## config.mk

```make
export PLATFORM = sky130hd
export DESIGN_NAME = conv2_ctrl_flat
export DESIGN_NICKNAME = d
export VERILOG_FILES = /design/src/rtl/lenet_pkg.sv /design/src/rtl/conv2_ctrl_if.sv /design/src/rtl/ctrl_delay_line.sv /design/src/rtl/conv2_ctrl.sv /design/src/flat_wrapper.sv
export SDC_FILE = /design/constraint.sdc
export NUM_CORES = 1
export LEC_CHECK = 0
export CORE_AREA = 2 2 82 163
export DETAILED_ROUTE_END_ITERATION = 16
export DIE_AREA = 0 0 84 165
export GPL_TIMING_DRIVEN = 1
export PLACE_DENSITY = 0.67
export RECOVER_POWER = 50
export SETUP_SLACK_MARGIN = 0.4
export SLEW_MARGIN = 20
export SYNTH_ARGS = -nofsm -noshare
export SYNTH_HDL_FRONTEND = slang
export SYNTH_SLANG_ARGS = --single-unit
```

## constraint.sdc

```tcl
create_clock -name clk -period 2.2 [get_ports clk]
set_input_delay 0.22 -clock clk [delete_from_list [all_inputs] [get_ports clk]]
set_output_delay 0.22 -clock clk [all_outputs]
set_load 0.02 [all_outputs]
```

## src/rtl/lenet_pkg.sv

```systemverilog
// Shared LeNet controller constants: per-layer geometry, pipeline latencies
// and the one-hot controller state encoding.
package lenet_pkg;

  localparam int C1_FIN_W  = 32;
  localparam int C1_K      = 5;
  localparam int C1_FOUT_W = 28;

  localparam int C2_FIN_W  = 14;
  localparam int C2_K      = 5;
  localparam int C2_FOUT_W = 10;

  // Latencies shared by the conv, MAC and pool controllers
  localparam int ADDR_LAT = 3;
  localparam int RD_LAT   = 2;
  localparam int MAC_LAT  = 1;

  localparam int C2_F3_AW = 8;
  localparam int C2_W2_AW = 5;
  localparam int C2_F4_AW = 7;

  typedef enum logic [2:0] {
    ST_IDLE = 3'b001,
    ST_RUN  = 3'b010,
    ST_DONE = 3'b100
  } ctrl_state_t;

endpackage

```

## src/rtl/conv2_ctrl_if.sv

```systemverilog
// Sequencer / memory-side bus of the conv2 read controller.
interface conv2_ctrl_if;
  import lenet_pkg::*;

  logic                conv2_start;
  logic [C2_F3_AW-1:0] f3_raddr;
  logic [C2_W2_AW-1:0] w2_raddr;
  logic                conv2_clr;
  logic [C2_F4_AW-1:0] f4_waddr;
  logic                f4_wr_en;
  logic                conv2_done;

  modport master (
    output conv2_start,
    input  f3_raddr, w2_raddr, conv2_clr, f4_waddr, f4_wr_en, conv2_done
  );

  modport slave (
    input  conv2_start,
    output f3_raddr, w2_raddr, conv2_clr, f4_waddr, f4_wr_en, conv2_done
  );

endinterface

```

## src/rtl/ctrl_delay_line.sv

```systemverilog
// Fixed-depth shift register with synchronous active-high clear, used to
// align control strobes with the address/read/MAC pipeline.
module ctrl_delay_line #(
  parameter int WIDTH = 1,
  parameter int DEPTH = 1
) (
  input  logic             clk,
  input  logic             rst,
  input  logic [WIDTH-1:0] din,
  output logic [WIDTH-1:0] dout
);

  for (genvar gi = 0; gi < DEPTH; gi++) begin : g_stage
    logic [WIDTH-1:0] q_reg;
    if (gi == 0) begin : g_first
      always_ff @(posedge clk) begin
        if (rst) q_reg <= '0;
        else     q_reg <= din;
      end
    end else begin : g_next
      always_ff @(posedge clk) begin
        if (rst) q_reg <= '0;
        else     q_reg <= g_stage[gi-1].q_reg;
      end
    end
  end

  assign dout = g_stage[DEPTH-1].q_reg;

endmodule

```

## src/rtl/conv2_ctrl.sv

```systemverilog
// conv2 read-side controller: walks a 5x5 stride-1 window over the 14x14 f3
// map, issuing f3/weight read addresses, MAC clear and f4 write strobes.
module conv2_ctrl (
  input  logic         clk,
  input  logic         rst,
  conv2_ctrl_if.slave  bus
);
  import lenet_pkg::*;

  localparam int L = ADDR_LAT + RD_LAT + MAC_LAT;

  ctrl_state_t state_reg;
  logic [2:0]  kcol_reg, krow_reg;
  logic [3:0]  ocol_reg, orow_reg;

  logic run, kcol_end, krow_end, ocol_end, orow_end;
  logic first_tap, last_tap, done_flag;

  assign run       = (state_reg == ST_RUN);
  assign kcol_end  = (kcol_reg == 3'(C2_K - 1));
  assign krow_end  = (krow_reg == 3'(C2_K - 1));
  assign ocol_end  = (ocol_reg == 4'(C2_FOUT_W - 1));
  assign orow_end  = (orow_reg == 4'(C2_FOUT_W - 1));
  assign first_tap = run && (krow_reg == 3'd0) && (kcol_reg == 3'd0);
  assign last_tap  = run && krow_end && kcol_end;
  assign done_flag = (state_reg == ST_DONE);

  always_ff @(posedge clk) begin
    if (rst) begin
      state_reg <= ST_IDLE;
      kcol_reg  <= '0;
      krow_reg  <= '0;
      ocol_reg  <= '0;
      orow_reg  <= '0;
    end else begin
      case (state_reg)
        ST_IDLE: if (bus.conv2_start) state_reg <= ST_RUN;
        ST_RUN: begin
          kcol_reg <= kcol_end ? 3'd0 : kcol_reg + 3'd1;
          if (kcol_end) begin
            krow_reg <= krow_end ? 3'd0 : krow_reg + 3'd1;
            if (krow_end) begin
              ocol_reg <= ocol_end ? 4'd0 : ocol_reg + 4'd1;
              if (ocol_end) begin
                orow_reg <= orow_end ? 4'd0 : orow_reg + 4'd1;
                if (orow_end) state_reg <= ST_DONE;
              end
            end
          end
        end
        ST_DONE: state_reg <= ST_IDLE;
        default: state_reg <= ST_IDLE;
      endcase
    end
  end

  // Three-stage shift-add address pipeline; each stage only loads when the
  // stage before it held a RUN tap, so addresses freeze after a run drains.
  logic [1:0] vld_reg;
  logic [3:0] s1_row_reg, s1_col_reg;
  logic [2:0] s1_krow_reg, s1_kcol_reg;
  logic [7:0] s2_row14_reg;
  logic [3:0] s2_col_reg;
  logic [4:0] s2_k5_reg;
  logic [2:0] s2_kcol_reg;
  logic [7:0] f3_raddr_reg;
  logic [4:0] w2_raddr_reg;

  logic [7:0] s1_row_ext;
  logic [4:0] s1_krow_ext;
  assign s1_row_ext  = {4'd0, s1_row_reg};
  assign s1_krow_ext = {2'd0, s1_krow_reg};

  always_ff @(posedge clk) begin
    if (rst) begin
      vld_reg      <= '0;
      s1_row_reg   <= '0;
      s1_col_reg   <= '0;
      s1_krow_reg  <= '0;
      s1_kcol_reg  <= '0;
      s2_row14_reg <= '0;
      s2_col_reg   <= '0;
      s2_k5_reg    <= '0;
      s2_kcol_reg  <= '0;
      f3_raddr_reg <= '0;
      w2_raddr_reg <= '0;
    end else begin
      vld_reg <= {vld_reg[0], run};
      if (run) begin
        s1_row_reg  <= orow_reg + {1'b0, krow_reg};
        s1_col_reg  <= ocol_reg + {1'b0, kcol_reg};
        s1_krow_reg <= krow_reg;
        s1_kcol_reg <= kcol_reg;
      end
      if (vld_reg[0]) begin
        s2_row14_reg <= (s1_row_ext << 4) - (s1_row_ext << 1);
        s2_col_reg   <= s1_col_reg;
        s2_k5_reg    <= (s1_krow_ext << 2) + s1_krow_ext;
        s2_kcol_reg  <= s1_kcol_reg;
      end
      if (vld_reg[1]) begin
        f3_raddr_reg <= s2_row14_reg + {4'd0, s2_col_reg};
        w2_raddr_reg <= s2_k5_reg + {2'd0, s2_kcol_reg};
      end
    end
  end

  assign bus.f3_raddr = f3_raddr_reg;
  assign bus.w2_raddr = w2_raddr_reg;

  logic [6:0] orow_ext, f4_addr_now;
  assign orow_ext    = {3'd0, orow_reg};
  assign f4_addr_now = (orow_ext << 3) + (orow_ext << 1) + {3'd0, ocol_reg};

  ctrl_delay_line #(.WIDTH(1), .DEPTH(ADDR_LAT + RD_LAT)) u_clr_dly (
    .clk(clk), .rst(rst), .din(first_tap), .dout(bus.conv2_clr)
  );

  ctrl_delay_line #(.WIDTH(1), .DEPTH(L)) u_wr_dly (
    .clk(clk), .rst(rst), .din(last_tap), .dout(bus.f4_wr_en)
  );

  ctrl_delay_line #(.WIDTH(7), .DEPTH(L)) u_waddr_dly (
    .clk(clk), .rst(rst), .din(f4_addr_now), .dout(bus.f4_waddr)
  );

  ctrl_delay_line #(.WIDTH(1), .DEPTH(L)) u_done_dly (
    .clk(clk), .rst(rst), .din(done_flag), .dout(bus.conv2_done)
  );

endmodule
```

## src/flat_wrapper.sv

```systemverilog
// flat-port wrapper written by rule: the top's interface ports become plain ports
module conv2_ctrl_flat import lenet_pkg::*;
  (clk, rst, bus_conv2_start, bus_f3_raddr, bus_w2_raddr, bus_conv2_clr, bus_f4_waddr, bus_f4_wr_en, bus_conv2_done);
  conv2_ctrl_if bus_i ();
  input  logic clk;
  input  logic rst;
  input wire logic [$bits(bus_i.conv2_start)-1:0] bus_conv2_start;
  output wire logic [$bits(bus_i.f3_raddr)-1:0] bus_f3_raddr;
  output wire logic [$bits(bus_i.w2_raddr)-1:0] bus_w2_raddr;
  output wire logic [$bits(bus_i.conv2_clr)-1:0] bus_conv2_clr;
  output wire logic [$bits(bus_i.f4_waddr)-1:0] bus_f4_waddr;
  output wire logic [$bits(bus_i.f4_wr_en)-1:0] bus_f4_wr_en;
  output wire logic [$bits(bus_i.conv2_done)-1:0] bus_conv2_done;
  assign bus_i.conv2_start = bus_conv2_start;
  assign bus_f3_raddr = bus_i.f3_raddr;
  assign bus_w2_raddr = bus_i.w2_raddr;
  assign bus_conv2_clr = bus_i.conv2_clr;
  assign bus_f4_waddr = bus_i.f4_waddr;
  assign bus_f4_wr_en = bus_i.f4_wr_en;
  assign bus_conv2_done = bus_i.conv2_done;
  conv2_ctrl u_core (.clk(clk), .rst(rst), .bus(bus_i));
endmodule
```

Word level (Yosys, flattened, before mapping). Index checks and enable logic that the tools add are counted.

Word-level logic and storage cells: 83. Register bits after elaboration: 125. Bits of input ports: 3. Output and inout port bits: 23.

Reduce and logical (&&, ||, !) cells: 10. Equality and inequality tests: 12. Add/sub/neg operators: 12. Muxes and demuxes: 10.

Operators with widths (count): 3-bit two-way mux (7); 5-bit by 3-bit adder with 5-bit output (2); 2-bit != test (second input constant) (5); 3-bit equality test (second input constant) (3); 4-bit by 1-bit adder with 4-bit output (second input constant) (2); 4-bit by 3-bit adder with 4-bit output (2); 8-bit by 4-bit adder with 8-bit output (1); 4-bit equality test (second input constant) (2); 4-bit two-way mux (2); 8-bit by 5-bit subtractor with 8-bit output (1); 7-bit by 4-bit adder with 7-bit output (1); 7-bit by 5-bit adder with 7-bit output (1); 3-bit by 1-bit adder with 3-bit output (second input constant) (2); 3-bit logical NOT (2); 3-bit one-hot mux with 2 select lines (1); 5-bit AND reduction (1); 1-bit logical AND (4); 4-bit AND reduction (1); 3-bit by 1-bit equality test with 1-bit output (second input constant) (1); 3-bit by 2-bit equality test with 1-bit output (second input constant) (1); 3-bit AND reduction (1); 2-bit AND reduction (1).

Longest topological paths before layout.
Depth after elaboration: 6. Mapped depth: 8.

Hierarchy. From an unflattened synthesis, not the netlist that was laid out.

Cell total of the unflattened synthesis: 490. Area total of the unflattened synthesis: 4882.2 µm².

Modules (own cells, without submodules): conv2_ctrl (cells each 368, seq. area each 1301.2 µm², instances 1, area an instance 3311.9 µm²); ctrl_delay_line (u_core.u_waddr_dly) (cells each 88, seq. area each 840.8 µm², instances 1, area an instance 1123.6 µm²); ctrl_delay_line (u_core.u_done_dly ...) (cells each 12, seq. area each 120.1 µm², instances 2, area an instance 157.7 µm²); ctrl_delay_line (u_core.u_clr_dly) (cells each 10, seq. area each 100.1 µm², instances 1, area an instance 131.4 µm²).

Worst setup path after synthesis. No wires, ideal clock.

Kind: reg2reg. Start point: register u_core.orow_reg[2]. End point: register u_core.u_waddr_dly.g_stage[0].q_reg[6]. Cell stages (with the launch flop): 9. Data arrival time: 2.002 ns. Setup time: 0.128 ns. Required time: 2.072 ns. Slack: 0.071 ns. Cells stage by stage: dfxtp_1 inv_1 fa_1 inv_1 fa_1 a21o_1 a21oi_1 xor2_1 nor2_1.

Longest elaborated chain between the ends: 2.

RTL lines: from (decl) (line conv2_ctrl.sv:14) `logic [3:0] ocol_reg, orow_reg;`; from (signal assigned) (line conv2_ctrl.sv:45) `orow_reg <= orow_end ? 4'd0 : orow_reg + 4'd1;`; 7-bit by 5-bit adder with 7-bit output (line conv2_ctrl.sv:113) `assign f4_addr_now = (orow_ext << 3) + (orow_ext << 1) + {3'd0, ocol_reg};`; 7-bit by 4-bit adder with 7-bit output (line conv2_ctrl.sv:113); to (signal assigned) (line ctrl_delay_line.sv:18) `else q_reg <= din;`; to (decl) (line ctrl_delay_line.sv:14) `logic [WIDTH-1:0] q_reg;`.

Every way passes these cells. A chain may end at the register's enable or synchronous reset.

Final worst setup path. Same ends and word-level chain as after synthesis.

==> impl_metrics.tcl <==
set metrics [dict create \
    grtUsageMet2_pct 23.8 \
    setup_tns_ns 0 \
    min_period_ns 2.03 \
    worstSetupStartpointType "flip-flop" \
    final-seq-area_mm2 0.00249 \
    drt-initial-drc-count 128 \
    slowest_stage "fa_1" \
    area_delta_synth_final_pct 22.6 \
    syn_area_per_cell_um2 10.0 \
    cts.sinks 124 \
    layout_commonest_cell "dfxtp_1" \
    outcome "completed" \
    io_pins 26 \
    synth_ff_type "dfxtp_1" \
    avgRoutedWirePerCell_um 12.5 \
    clock_latency_ns 0.41 \
    use_met3_pct 4.40 \
    clock.fmax_mhz 492 \
    dp_slack_ns 0.143 \
    die_h_um 165 \
    track_usage_pct 13.2 \
    synth_edf_count 0 \
    seq_area_frac_synth_pct 51.2 \
    synth_nets 521 \
    worstSetupPathType "flip-flop to flip-flop" \
    mostFrequentLayoutCells "dfxtp_1, nor2b_1, nor2_1, nand2_1, a21oi_1" \
    cts_tree "done" \
    hold_buffers 0 \
    slew_headroom_pct 5.02 \
    critical_path_arrival_ns 2.31 \
    overflow 0 \
    cap_violations 0 \
    synth_top_area_cell "dfxtp_1" \
    num_vias 3359 \
    grt_antenna_before_repair 0 \
    synth_cell_types 45 \
    postRouteAntennaNets 0 \
    hp-class "flip-flop to flip-flop" \
    num_rows 58 \
    clk_pin_slew_ns 0.06 \
    core_area_mm2 0.0126 \
    ir_drop_uv 699 \
    antenna_cells 0 \
    largest_reg_flops 35 \
    wl_um 8520 \
    fin_ws_ns 0.165 \
    hold_depth 1 \
    tightest_slew_ns 1.42 \
    grt-busiest-layer "met2" \
    critPathMaxStageDelay_ns 0.56 \
    clockRootBuffer "clkbuf_16" \
    finalCritPeriodShare_pct 92.5 \
    multi_input_area_mm2 0.00225 \
    rr_worst_depth 8 \
    p_leak_nw 2.28 \
    crit_fanout 2 \
    dr.pass1.iters 4 \
    slew_violations 0 \
    nets 557 \
    grt_pass1_wl_um 14300 \
    floorplan.initialDensity_pct 38.6 \
    h-tree-depth 4 \
    setup_viol 0 \
    hpwlAfterDp_um 5820 \
    met1_usage_pct 12.2 \
    viasPerCell 4.91 \
    yosysWarnings 0 \
    synthCells 485 \
    grt_max_degree 74 \
    yosys-top-cells-area "dfxtp_1, nor2b_1, ha_1, mux2i_1, nor2_1" \
    die_width_um 84 \
    cts_buffers 17 \
    dieArea_mm2 0.0139 \
    finalPower_mw 5.02 \
    synth_seq_cells 124 \
    drc_errors 0 \
    port_buffers 25 \
    worstPathCellList "inv_4 -> fa_1 -> inv_2 -> fa_2 -> a21o_1 -> a21oi_2 -> xor2_1 -> nor2_1" \
    power.density_mw_per_mm2 845 \
    end_kind "flip-flop" \
    rsz0062_at_grt "yes" \
    netlist_area_mm2 0.00485 \
    fin_skew_ns 0.00701 \
    clockBufferDepth 2 \
    synth_top_area_share_pct 51.2 \
    final.fill_count 1168 \
    drive_gt1_share_pct 14.2 \
    cp.required_ns 2.48 \
    synth-async-reset-ratio_pct 0 \
    hold_viol 0 \
    place.gp.congestion 0.903 \
    grt_pass1_vias 3269 \
]
==> critical path: cells and delay by family, from the launching register on <==
family,cells,cell delay [ns]
fa+ha+maj,2,0.93
simple gates,1,0.05
compound gates,2,0.34
buf+inv,2,0.10
flops,1,0.36
xor+xnor,1,0.15
==> repair_timing <==
item,CTS,global route
endpoints found under the setup margin,4,12
gates resized for setup,8,13
setup buffers,5,1
gates cloned,0,0
pin swaps,8,8
==> path summary, 6_finish.rpt <==
kind	end	start	slack [ns]
worst max-delay path	u_core.u_waddr_dly.g_stage[0].q_reg[6]$_SDFF_PP0_	u_core.orow_reg[2]$_SDFFE_PP0P_	0.17
worst max register to register	u_core.u_waddr_dly.g_stage[0].q_reg[6]$_SDFF_PP0_	u_core.orow_reg[2]$_SDFFE_PP0P_	0.17
worst min register to register	u_core.u_waddr_dly.g_stage[3].q_reg[5]$_SDFF_PP0_	u_core.u_waddr_dly.g_stage[2].q_reg[5]$_SDFF_PP0_	0.43
worst min-delay path	u_core.u_waddr_dly.g_stage[3].q_reg[5]$_SDFF_PP0_	u_core.u_waddr_dly.g_stage[2].q_reg[5]$_SDFF_PP0_	0.43
==> where the power goes <==
part           total, mW  switching (mW)  internal [mW]
Combinational     0.0814          0.0558         0.0256
Sequential          2.26         0.00932           2.25
Clock               2.68            1.09           1.59
==> logic make-up after synthesis <==
group | count (synthesis) | share of synthesized area [%]
AOI/OAI and AO/OA | 70 | 9.13
adders and majority gates | 33 | 9.44
buffers and inverters | 44 | 3.61
muxes | 22 | 4.57
and+or+nand+nor | 176 | 19.2
DFF | 124 | 51.2
xor gates and xnor gates | 16 | 2.89
==> per-stage QoR <==
step	hold WS (ns)	util (%)	cell area [um2]	cells
2_1_floorplan	0.414	-	4860	485
3_3_place_gp	0.415	42.1	5290	646
3_5_place_dp	0.420	42.1	5290	646
4_1_cts	0.351	47.2	5920	683
5_1_grt	0.446	47.4	5950	684
6_report	0.432	47.4	5950	684
==> routing by layer <==
layer  routed length [um]  part of all wire (%)  vias up
li1                     -                     -     1713
met1                 3290                    39     1563
met2                 4530                    53       56
met3                  216                   2.5       27
met4                  492                   5.8        0
met5                    0                     0        -
==> final cells by class <==
| class | count | share of cell area (%) |
|---|---|---|
| well taps | 150 | 3.16 |
| clock inverters | 15 | 2.50 |
| clock buffers | 17 | 7.15 |
| flip-flops and latches | 124 | 42.0 |
| repair buffers | 41 | 6.14 |
| multi-input cells | 317 | 37.8 |
| inverters | 20 | 1.30 |
==> synthesized netlist by cell type, types with 5 or more instances <==
library cell and n:
nor2b_1 58, a21oi_1 29, a21o_1 6, clkbuf_1 17, nor3_1 5, dfxtp_1 124, ha_1 27, o21ai_0 10
xnor2_1 12, nand2_1 30, nor2_1 49, a211oi_1 11, inv_1 20, fa_1 6, mux2i_1 21
No activity file was read; power rests on OpenSTA's default activity.
